--- config.mk ---
export PLATFORM = sky130hd
export DESIGN_NAME = execute_stage
export DESIGN_NICKNAME = d
export VERILOG_FILES = /design/src/rtl/execute_stage.sv
export SDC_FILE = /design/constraint.sdc
export NUM_CORES = 1
export LEC_CHECK = 0
export ABC_AREA = 1
export CAP_MARGIN = 0
export CORE_ASPECT_RATIO = 0.75
export CORE_MARGIN = 2
export CORE_UTILIZATION = 35
export DETAILED_ROUTE_END_ITERATION = 8
export PLACE_DENSITY_LB_ADDON = 0.05
export SETUP_SLACK_MARGIN = 0.4
export SYNTH_ARGS = -nofsm -noshare
export SYNTH_HDL_FRONTEND = slang
export SYNTH_SLANG_ARGS = --single-unit
--- constraint.sdc ---
create_clock -name clk -period 4.8 [get_ports clk]
set_input_delay 0.72 -clock clk [delete_from_list [all_inputs] [get_ports clk]]
set_output_delay 0.72 -clock clk [all_outputs]
set_load 0.1 [all_outputs]
--- src/rtl/execute_stage.sv ---
// rtl/execute_stage.sv - execute stage: operand forwarding, ALU, condition codes, optional MUL
// Define EXEC_MUL_EN to build the shift-add multiplier; otherwise MUL is a NOP and busy is 0.
module execute_stage #(
   parameter int DATA_WIDTH  = 16,
   parameter int SHAMT_WIDTH = 4
) (
   input  logic                  clk,
   input  logic                  reset,
   input  logic                  en,
   input  logic [3:0]            alu_op,
   input  logic                  set_flags,
   input  logic                  use_imm,
   input  logic [1:0]            fwd_sel_1,
   input  logic [1:0]            fwd_sel_2,
   input  logic [DATA_WIDTH-1:0] src_1_value,
   input  logic [DATA_WIDTH-1:0] src_2_value,
   input  logic [DATA_WIDTH-1:0] imm_value,
   input  logic [DATA_WIDTH-1:0] em_result,
   input  logic [DATA_WIDTH-1:0] mw_result,
   input  logic                  flags_save,
   input  logic                  flags_restore,
   output logic [DATA_WIDTH-1:0] alu_result,
   output logic [2:0]            flags,
   output logic                  busy
);
   localparam logic [3:0] OP_MOV  = 4'd1;
   localparam logic [3:0] OP_ADD  = 4'd2;
   localparam logic [3:0] OP_SUB  = 4'd3;
   localparam logic [3:0] OP_AND  = 4'd4;
   localparam logic [3:0] OP_OR   = 4'd5;
   localparam logic [3:0] OP_NOT  = 4'd6;
   localparam logic [3:0] OP_INC  = 4'd7;
   localparam logic [3:0] OP_DEC  = 4'd8;
   localparam logic [3:0] OP_SHL  = 4'd9;
   localparam logic [3:0] OP_SHR  = 4'd10;
   localparam logic [3:0] OP_SETC = 4'd11;
   localparam logic [3:0] OP_CLRC = 4'd12;

   logic [DATA_WIDTH-1:0]  op_a;
   logic [DATA_WIDTH-1:0]  op_b;
   logic [DATA_WIDTH-1:0]  res;
   logic [DATA_WIDTH:0]    ext;
   logic [SHAMT_WIDTH-1:0] shamt;
   logic                   c_new;
   logic                   c_upd;
   logic                   zn_upd;
   logic [2:0]             calc_flags;
   logic [2:0]             ccr_next;
   logic                   ccr_we;
   logic [2:0]             saved_flags;

   always_comb begin
      case (fwd_sel_1)
         2'd1:    op_a = em_result;
         2'd2:    op_a = mw_result;
         default: op_a = src_1_value;
      endcase
      if (use_imm) begin
         op_b = imm_value;
      end else begin
         case (fwd_sel_2)
            2'd1:    op_b = em_result;
            2'd2:    op_b = mw_result;
            default: op_b = src_2_value;
         endcase
      end
   end

   // ext carries the extra bit for carry-out and for the last bit shifted out
   always_comb begin
      shamt  = op_b[SHAMT_WIDTH-1:0];
      ext    = '0;
      res    = '0;
      c_new  = flags[2];
      c_upd  = 1'b0;
      zn_upd = 1'b0;
      case (alu_op)
         OP_MOV: begin res = op_b; zn_upd = 1'b1; end
         OP_ADD: begin
            ext    = {1'b0, op_a} + {1'b0, op_b};
            res    = ext[DATA_WIDTH-1:0];
            c_new  = ext[DATA_WIDTH];
            c_upd  = 1'b1;
            zn_upd = 1'b1;
         end
         OP_SUB: begin
            res    = op_a - op_b;
            c_new  = (op_a < op_b);
            c_upd  = 1'b1;
            zn_upd = 1'b1;
         end
         OP_AND: begin res = op_a & op_b; zn_upd = 1'b1; end
         OP_OR:  begin res = op_a | op_b; zn_upd = 1'b1; end
         OP_NOT: begin res = ~op_a;       zn_upd = 1'b1; end
         OP_INC: begin
            ext    = {1'b0, op_a} + (DATA_WIDTH+1)'(1);
            res    = ext[DATA_WIDTH-1:0];
            c_new  = ext[DATA_WIDTH];
            c_upd  = 1'b1;
            zn_upd = 1'b1;
         end
         OP_DEC: begin
            res    = op_a - DATA_WIDTH'(1);
            c_new  = (op_a == '0);
            c_upd  = 1'b1;
            zn_upd = 1'b1;
         end
         OP_SHL: begin
            ext    = {1'b0, op_a} << shamt;
            res    = ext[DATA_WIDTH-1:0];
            zn_upd = 1'b1;
            if (shamt != '0) begin
               c_new = ext[DATA_WIDTH];
               c_upd = 1'b1;
            end
         end
         OP_SHR: begin
            ext    = {op_a, 1'b0} >> shamt;
            res    = ext[DATA_WIDTH:1];
            zn_upd = 1'b1;
            if (shamt != '0) begin
               c_new = ext[0];
               c_upd = 1'b1;
            end
         end
         OP_SETC: begin c_new = 1'b1; c_upd = 1'b1; end
         OP_CLRC: begin c_new = 1'b0; c_upd = 1'b1; end
         default: ;
      endcase
      calc_flags = {c_new,
                    zn_upd ? res[DATA_WIDTH-1] : flags[1],
                    zn_upd ? (res == '0)       : flags[0]};
   end

`ifdef EXEC_MUL_EN
   localparam logic [3:0] OP_MUL   = 4'd13;
   localparam int         CNT_W    = $clog2(DATA_WIDTH);
   localparam logic [CNT_W-1:0] CNT_LAST = CNT_W'(DATA_WIDTH-1);

   typedef enum logic [1:0] {IDLE, RUN, DONE} mul_state_t;
   mul_state_t            state;
   mul_state_t            next_state;
   logic [DATA_WIDTH-1:0] mul_a;
   logic [DATA_WIDTH-1:0] mul_b;
   logic [DATA_WIDTH-1:0] acc;
   logic [CNT_W-1:0]      cnt;
   logic                  mul_start;

   always_ff @(posedge clk) begin
      if (reset) begin
         state <= IDLE;
         cnt   <= '0;
         acc   <= '0;
         mul_a <= '0;
         mul_b <= '0;
      end else begin
         state <= next_state;
         if (mul_start) begin
            mul_a <= op_a;
            mul_b <= op_b;
            acc   <= '0;
            cnt   <= '0;
         end else if (state == RUN) begin
            if (mul_b[cnt]) acc <= acc + (mul_a << cnt);
            cnt <= cnt + CNT_W'(1);
         end
      end
   end
`endif

   always_comb begin
      alu_result = '0;
      ccr_we     = 1'b0;
      ccr_next   = calc_flags;
      busy       = 1'b0;
`ifdef EXEC_MUL_EN
      next_state = state;
      mul_start  = 1'b0;
      case (state)
         IDLE: begin
            if (en) begin
               if (alu_op == OP_MUL) begin
                  busy       = 1'b1;
                  mul_start  = 1'b1;
                  next_state = RUN;
               end else begin
                  alu_result = res;
                  ccr_we     = set_flags && (c_upd || zn_upd);
               end
            end
         end
         RUN: begin
            busy = 1'b1;
            if (cnt == CNT_LAST) next_state = DONE;
         end
         DONE: begin
            alu_result = acc;
            ccr_we     = set_flags;
            ccr_next   = {flags[2], acc[DATA_WIDTH-1], (acc == '0)};
            next_state = IDLE;
         end
         default: next_state = IDLE;
      endcase
`else
      if (en) begin
         alu_result = res;
         ccr_we     = set_flags && (c_upd || zn_upd);
      end
`endif
   end

   // Nonblocking reads give save the pre-edge CCR, so save+restore swaps
   always_ff @(posedge clk) begin
      if (reset) begin
         flags       <= '0;
         saved_flags <= '0;
      end else begin
         if (flags_save) saved_flags <= flags;
         if (flags_restore) flags <= saved_flags;
         else if (ccr_we)   flags <= ccr_next;
      end
   end
endmodule

[Word level (Yosys, flattened, before mapping)]
Cells that the tools add are included.
Word-level totals
  register bits: 6
  input port bits: 95
  output and inout port bits: 20
  word-level logic and storage cells: 60
Cells by class
  add/sub/neg operators: 4
  $lt $le $gt $ge: 1
  eq/ne operators: 18
  shift-type cells: 2
  multiplexer cells: 16
  bitwise logic cells: 3
  reductions and logical operators: 13
Operator list (number)
  case mux 16 bit (10 select lines): 1
  case mux 16 bit (2 select lines): 2
  zero test 16 bit: 2
  two-way mux 16 bit: 2
  == test 4 bit, second input constant: 5
  adder 16 x 1 -> 17 bit, second input constant: 1
  adder 16 x 16 -> 17 bit: 1
  left shift 16 x 4 -> 17 bit: 1
  right shift 17 x 4 -> 17 bit: 1
  bitwise AND 16 bit: 1
  == test 4 x 3 -> 1 bit, second input constant: 4
  less-than comparator 16 bit: 1
  inverter 16 bit: 1
  bitwise OR 16 bit: 1
  subtractor 16 x 1 -> 16 bit, second input constant: 1
  subtractor 16 bit: 1
  OR reduction 10 bit: 1
  nonzero test 9 bit: 1
  == test 4 x 2 -> 1 bit, second input constant: 2
  case mux 1 bit (8 select lines): 1
  two-way mux 1 bit: 7
  two-way mux 3 bit: 2
  inequality test 3 bit, second input constant: 2
  OR reduction 6 bit: 1
  11 further kinds: 14

[Longest topological paths before layout]
Gate-level depths: netlist of the first run.
  depth in word-level cells: 11
  mapped depth: 30
  gate-level depth less buffers: 28

[Least setup slack after synthesis of the first run]
OpenSTA, ideal clock, no wires.
  path kind: input-to-output
  from: input port fwd_sel_2[0]
  to: output port alu_result[9]
  arrival: 4.474 ns
  required time: 4.080 ns
  slack: -0.394 ns
  stages on the path: 18
  buffers on the path: 1
  path through: inv_1 -> ha_1 -> inv_2 -> nand2_1 -> nand2_1 -> nand2_2 -> clkbuf_1 -> ha_1 -> inv_1 -> a21oi_1 -> nand2_1 -> nand3_1 -> nand2_1 -> nand2_1 -> nand2_1 -> a21oi_1 -> o21ai_0 -> a31oi_1
On the way
  word-level cells in the longest chain between the ends: 6
  elaborated cells on any way between the ends: 12
  classes of those cells: 2 x add/sub; 2 x eq/ne; 2 x shift; 4 x mux; 2 x bitwise
Ends and longest elaborated chain
  start: declaration: RTL line 14  | input logic [1:0] fwd_sel_2,
  == test 2 bit or == test 2 x 1 -> 1 bit (tied branches): RTL line 61  | case (fwd_sel_2)
  case mux 16 bit (2 select lines) *: RTL line 61
  two-way mux 16 bit *: RTL line 58  | if (use_imm) begin
  subtractor 16 bit (tied with other cells): RTL line 87  | res = op_a - op_b;
  case mux 16 bit (10 select lines) *: RTL line 77  | case (alu_op)
  two-way mux 16 bit *: RTL line 205  | if (en) begin
  end: declaration: RTL line 22  | output logic [DATA_WIDTH-1:0] alu_result,
Mark *: on every way between the ends. The rest lies on a longest branch, timed or not.

[Worst setup path in the final report of the first run]
  from: input port fwd_sel_2[0]
  to: output port alu_result[12]
Same word-level chain as after synthesis.

==> results of run 1 <==
==> sequential cells by signal, summed over array words and instances, names as in the netlist <==
register     cells
saved_flags      3
flags            3
==> power breakdown <==
| part | internal, mW | switching, mW | leakage, nW |
|---|---|---|---|
| registers | 0.0514 | 0.000661 | 0.0486 |
| logic | 0.869 | 1.26 | 4.91 |
| clock network | 0.107 | 0.0283 | 0.0370 |
| total | 1.03 | 1.29 | 5.00 |
==> metrics by stage <==
stage	total power [mW]	hold slack, ns	setup TNS [ns]	instances	utilization (%)
after detailed placement	1.81	0.464	-1.92	1744	50.5
after global routing	2.47	0.493	0	1775	56.5
after global placement	1.82	0.449	-1.74	1744	50.5
final	2.32	0.463	0	1775	56.5
after floorplan	1.06	0.433	0	1258	-
after CTS	2.13	0.468	0	1762	54.3
==> critical path: cells and delay by family <==
kind | cells | cell delay [ns]
AO/OA/AOI/OAI | 2 | 0.53
buffers and inverters | 7 | 0.75
AND/OR/NAND/NOR | 10 | 0.93
adder cells (fa/ha/maj) | 2 | 0.66
==> cell usage in the layout, fill, tap and decap left out, types with 4 or more instances in the layout <==
cell             Yosys  final
a211oi_1             5      5
a21o_1               5      5
a21oi_1             68     45
a21oi_2              2     18
a21oi_4              0      7
a31oi_1              9      6
buf_12               0     18
buf_4                6    190
buf_6               12     15
clkbuf_16            0      4
clkdlybuf4s50_1      0     89
dfxtp_1              6      6
ha_1                59     34
ha_2                 0      8
ha_4                 0     17
inv_1              116     87
inv_2               10     34
nand2_1            357    327
nand2_2             14     32
nand2_4              7     19
nand3_1            241    224
nand3_2              9     25
nand4_1             18     18
nor2_1             118    102
nor2_2               6     19
nor2_4               7     10
nor3_1              12      9
o211ai_1            16     16
o21ai_0             59     41
o21ai_1              4     16
o21ai_2              3      9
or2_1                6      7
or2_4                3      4
==> layer usage <==
| metal | wire length [um] | part of all wire (%) | vias to the layer above | GRT usage (%) |
|---|---|---|---|---|
| met3 | 3900 | 11 | 57 | 7.95 |
| met4 | 896 | 2.6 | 0 | 6.31 |
| met1 | 15800 | 46 | 4489 | 49.7 |
| met5 | 0 | 0 | - | 0 |
| li1 | - | - | 4733 | - |
| met2 | 13900 | 40 | 550 | 49.8 |
==> cells by family (layout without fill, tap and decap cells) <==
kind of cell,Yosys count,after routing,synth area share (%)
AND/OR/NAND/NOR,814,814,56.8
other,1,1,0.0566
buffers and inverters,186,456,12.7
flip-flops,6,6,1.81
adder cells (fa/ha/maj),61,61,11.7
XOR/XNOR,3,3,0.397
AO/OA/AOI/OAI,187,187,16.4
==> timing repair <==
item,CTS,global route
endpoints found under the setup margin,16,15
buffers inserted,14,12
pin swaps,60,67
resized for setup,151,89
cloned,1,1
==> final cells by class <==
cell class,instances,area share (%)
clock buffers,3,0.718
inverters,129,4.93
multi-input cells,1066,61.5
flip-flops and latches,6,1.15
well taps,247,2.96
repair buffers,324,28.7
==> path summary, 6_finish.rpt <==
path	from	to	slack (ns)	cells past startpoint
worst max-delay path	fwd_sel_2[0]	alu_result[12]	0.48	21
worst min-delay path	saved_flags[2]$_SDFFE_PP0P_	saved_flags[2]$_SDFFE_PP0P_	0.46	2
worst max register to register	flags[0]$_SDFFE_PP0P_	flags[0]$_SDFFE_PP0P_	4.04	4
worst min register to register	saved_flags[2]$_SDFFE_PP0P_	saved_flags[2]$_SDFFE_PP0P_	0.46	2
==> impl_metrics.toml, run 1 <==
[outcome]
status = "completed"

[power]
ir_drop_mv = 0.166
power_density_nw_per_um2 = 222
p_leak_nw = 5.00

[sta]
clock.fmax_mhz = 231
final.setup.worst_slack_ns = 0.478
finalCritPeriodShare_pct = 90.0
rsz0062_at_grt = "true"
relSlewSlack_pct = 35.7
fin_skew_ns = 0.00304
period_needed_ns = 4.32
setup_viol = 0
tightest_slew_ns = 0.962
report.final.slew_viol_count = 0
hold_viol_final = 0

[clock_tree]
clockBufferDepth = 2
clk_latency_ns = 0.23
cts_tree = "built"
path_clk_slew_ns = 0.03
cts_sinks = 6
tritoncts.num_buffers = 3
cts.hold.buffers_added = 0
root_buffer = "clkbuf_16"
htree_levels = 1

[global_routing]
grt_usage_pct = 33.7
grt_first_pass_wirelength_um = 52000
grt_antenna_before_repair = 0
grt_overflow = 0
grt_pass1_vias = 9007
grt_max_degree = 37

[routing]
postRouteWirelength_um = 34400
ant_nets = 0
remaining_drc_errors = 0
drtIter0Drc = 1027
wl_per_cell_um = 19.4
vias_per_cell = 5.54
firstDrtPassIters = 6
vias = 9829

[yosys]
synth_commonest_cells = "357 x nand2_1, 241 x nand3_1, 118 x nor2_1"
synthFlopType = "dfxtp_1"
ys_ff_latch = 6
synth_cell_type_count = 56
syn_nets = 1414
syn_area_um2 = 6630
synth_top_cells_by_area = "nand2_1 20%, nand3_1 18%, ha_1 11%, nor2_1 6.7%, inv_1 6.6%"
yosysSeqAreaShare_pct = 1.81
syn_avg_cell_area_um2 = 5.27
yosysTopAreaCell = "nand2_1"
synth-edff-count = 0
synth_cells = 1258
async_flop_share_pct = 0
ys_warn_count = 0
synthMostInstantiatedCell = "nand2_1"
synth_top_area_share_pct = 20.2

[critical_path]
cp_slowest_stage_delay_ns = 0.36
start_kind = "primary input"
cpMostUsedCell = "nand2_4"
cp.arrival_ns = 3.60
cp_max_fo = 7
worstPathCellList = "clkbuf_2, inv_2, ha_4, inv_6, buf_6, o211ai_1, nand2_2, ha_4, buf_4, nor2_1, a21boi_4, nand2_4, nand2_4, nand2_4, nand2_2, nand3_2, nand4_1, nor2_2, buf_6, nor2_4, buf_12"
cp_slowest_cell = "ha_4"
cp.required_ns = 4.08
crit_type = "in2out"
worstSetupEndpointType = "output pin"

[floorplan]
die_w_um = 163
start_util_pct = 35.8
core-area_um2 = 18500
fp.dieH_um = 123
fp-row-count = 43
ioPinCount = 115
die-area_um2 = 20100

[hold_path]
hp-class = "reg2reg"

[cells_and_area]
regArea_um2 = 120
syn_to_final_growth_pct = 57.8
drive_above_1_share_pct = 30.4
antenna_cells = 0
fillers = 1935
multiInputGateArea_um2 = 6430
design_area_um2 = 10500
layout.nets = 1686

[placed_design]
port_buffers = 113
pre_cts_slack_ns = -0.242
placed_area_um2 = 9340
gp_congestion = 1.02
dp_hpwl_um = 27700

[job]
maxCapViolCount = 0
Power figures use the tool's default switching activity.
==> run 2, diff against run 1 <==
--- a/config.mk
+++ b/config.mk
@@ -6,11 +6,12 @@
 export NUM_CORES = 1
 export LEC_CHECK = 0
 export ABC_AREA = 1
-export CAP_MARGIN = 0
 export CORE_ASPECT_RATIO = 0.75
 export CORE_MARGIN = 2
 export CORE_UTILIZATION = 35
 export DETAILED_ROUTE_END_ITERATION = 8
+export GPL_ROUTABILITY_DRIVEN = 0
+export MAX_ROUTING_LAYER = met4
 export PLACE_DENSITY_LB_ADDON = 0.05
 export SETUP_SLACK_MARGIN = 0.4
 export SYNTH_ARGS = -nofsm -noshare
==> impl_metrics.toml, run 2 (synthesized netlist as in run 1, its figures left out) <==
[sta]
hold_viol_final = 0
relSlewSlack_pct = 35.8
fin_skew_ns = 0.00112
finalCritPeriodShare_pct = 89.8
period_needed_ns = 4.31
report.final.slew_viol_count = 0
fin_setup_tns_ns = 0
setup_viol = 0
rsz0062_at_grt = "true"
clock.fmax_mhz = 232
tightest_slew_ns = 0.960

[critical_path]
start_kind = "primary input"
worstPathCellList = "buf_8, ha_4, clkinv_8, buf_16, o211ai_1, nand2_2, ha_4, buf_4, nor2_2, nand2_2, nand2_4, nand2_2, buf_4, nand3_1, nand3_1, nand2_2, inv_1, nand2_1, nor2_1, a21oi_4, buf_12"
cpMostUsedCell = "nand2_2"
cp.arrival_ns = 3.59
cp_num_buf_inv = 7
cp_slowest_cell = "ha_4"
worstSetupEndpointType = "output pin"
path_delay_family = "simple AND/OR/NAND/NOR gates"
cp.required_ns = 4.08
cp_max_fo = 7
crit_type = "in2out"
cp_slowest_stage_delay_ns = 0.31

[cells_and_area]
syn_to_final_growth_pct = 61.4
layout.nets = 1697
final_common_cell = "nand2_1"
mostFrequentLayoutCells = "323 x nand2_1, 224 x nand3_1, 198 x buf_4"
antenna_cells = 0
fin_cells = 1786
drive_above_1_share_pct = 31.1
multiInputGateArea_um2 = 6480
fillers = 1812
largest_registers = "flags: 3 flops, saved_flags: 3 flops"
regArea_um2 = 120

[clock_tree]
cts_tree = "built"
clk_latency_ns = 0.23
path_clk_slew_ns = 0.03
tritoncts.num_buffers = 3
cts_sinks = 6
htree_levels = 1
clockBufferDepth = 2
root_buffer = "clkbuf_16"

[routing]
remaining_drc_errors = 0
wl_per_cell_um = 19.4
drtIter0Drc = 1347
firstDrtPassIters = 7
vias_per_cell = 5.66
vias = 10100
postRouteWirelength_um = 34600
ant_nets = 0

[placed_design]
dp_hpwl_um = 27000
dp.cells = 1729
port_buffers = 113

[floorplan]
die_w_um = 163
fp.dieH_um = 123
ioPinCount = 115
start_util_pct = 35.8
fp-row-count = 43
core-area_um2 = 18500
die-area_um2 = 20100

[outcome]
status = "completed"

[global_routing]
grt_usage_pct = 34.3
grt_antenna_before_repair = 0
grt_first_pass_wirelength_um = 51600
grt_overflow = 0
grt_max_degree = 37
grt_pass1_vias = 9084

[power]
power_density_nw_per_um2 = 223
ir_drop_mv = 0.130
p_leak_nw = 5.06

[hold_path]
hp-class = "reg2reg"

[job]
maxCapViolCount = 0
[run 2: cell types whose count changed in the layout (fill, tap and decap cells not counted), moves of 4 or more]
cell / before / now
nand2_2: 32 / 43
buf_4: 190 / 198
inv_2: 34 / 27
nand2_4: 19 / 12
nor2_2: 19 / 13
inv_4: 2 / 7
nor2_1: 102 / 107
nand2_1: 327 / 323
[run 2: layout make-up]
type / count / share of cell area, %
clock buffer: 3 / 0.702
tap: 247 / 2.89
sequential: 6 / 1.12
timing repair buffer: 335 / 29.7
multi-input combinational: 1066 / 60.6
inverter: 129 / 4.94
[run 2: repair_timing]
item,CTS,global route
endpoints found under the hold margin,0,0
gates cloned,3,2
endpoints found under the setup margin,16,13
pin swaps,67,81
buffers inserted,32,17
gates resized for setup,145,108
hold buffers,0,0
[run 2: tightest hold or removal path, cell delays in order (launching register included)]
cell     delay [ns]
dfxtp_1        0.30
nand2_1        0.06
a21oi_1        0.05
[run 2: final timing paths]
kind	endpoint	slack, ns	cells after the start	start
worst max register to register	flags[0]$_SDFFE_PP0P_	4.04	4	flags[0]$_SDFFE_PP0P_
worst min register to register	saved_flags[2]$_SDFFE_PP0P_	0.46	2	saved_flags[2]$_SDFFE_PP0P_
worst min-delay path	saved_flags[2]$_SDFFE_PP0P_	0.46	2	saved_flags[2]$_SDFFE_PP0P_
worst max-delay path	alu_result[10]	0.49	21	fwd_sel_2[1]
[run 2: metrics by stage]
stage	setup WS (ns)	instance area (um^2)	util [%]	power, mW	hold slack (ns)
finish	0.490	10700	57.8	2.39	0.458
global route	0.358	10700	57.8	2.53	0.488
CTS	0.399	10200	54.9	2.16	0.460
detailed placement	-0.298	9260	50.0	1.79	0.458
global placement	-0.293	9260	50.0	1.79	0.451
floorplan	0.143	6700	-	1.06	0.433
[run 2: layer usage]
metal | vias to the layer above | GRT usage (%) | share of wire [%]
li1 | 4744 | - | -
met1 | 4566 | 50.3 | 45
met2 | 692 | 48.0 | 40
met3 | 98 | 6.27 | 12
met4 | 0 | 8.35 | 3.0
met5 | - | - | 0
[run 2: where the power goes]
group / internal (mW) / total [mW] / leakage, nW / switching, mW
registers: 0.0514 / 0.0521 / 0.0486 / 0.000633
logic: 0.919 / 2.20 / 4.97 / 1.28
clock network: 0.107 / 0.136 / 0.0370 / 0.0294
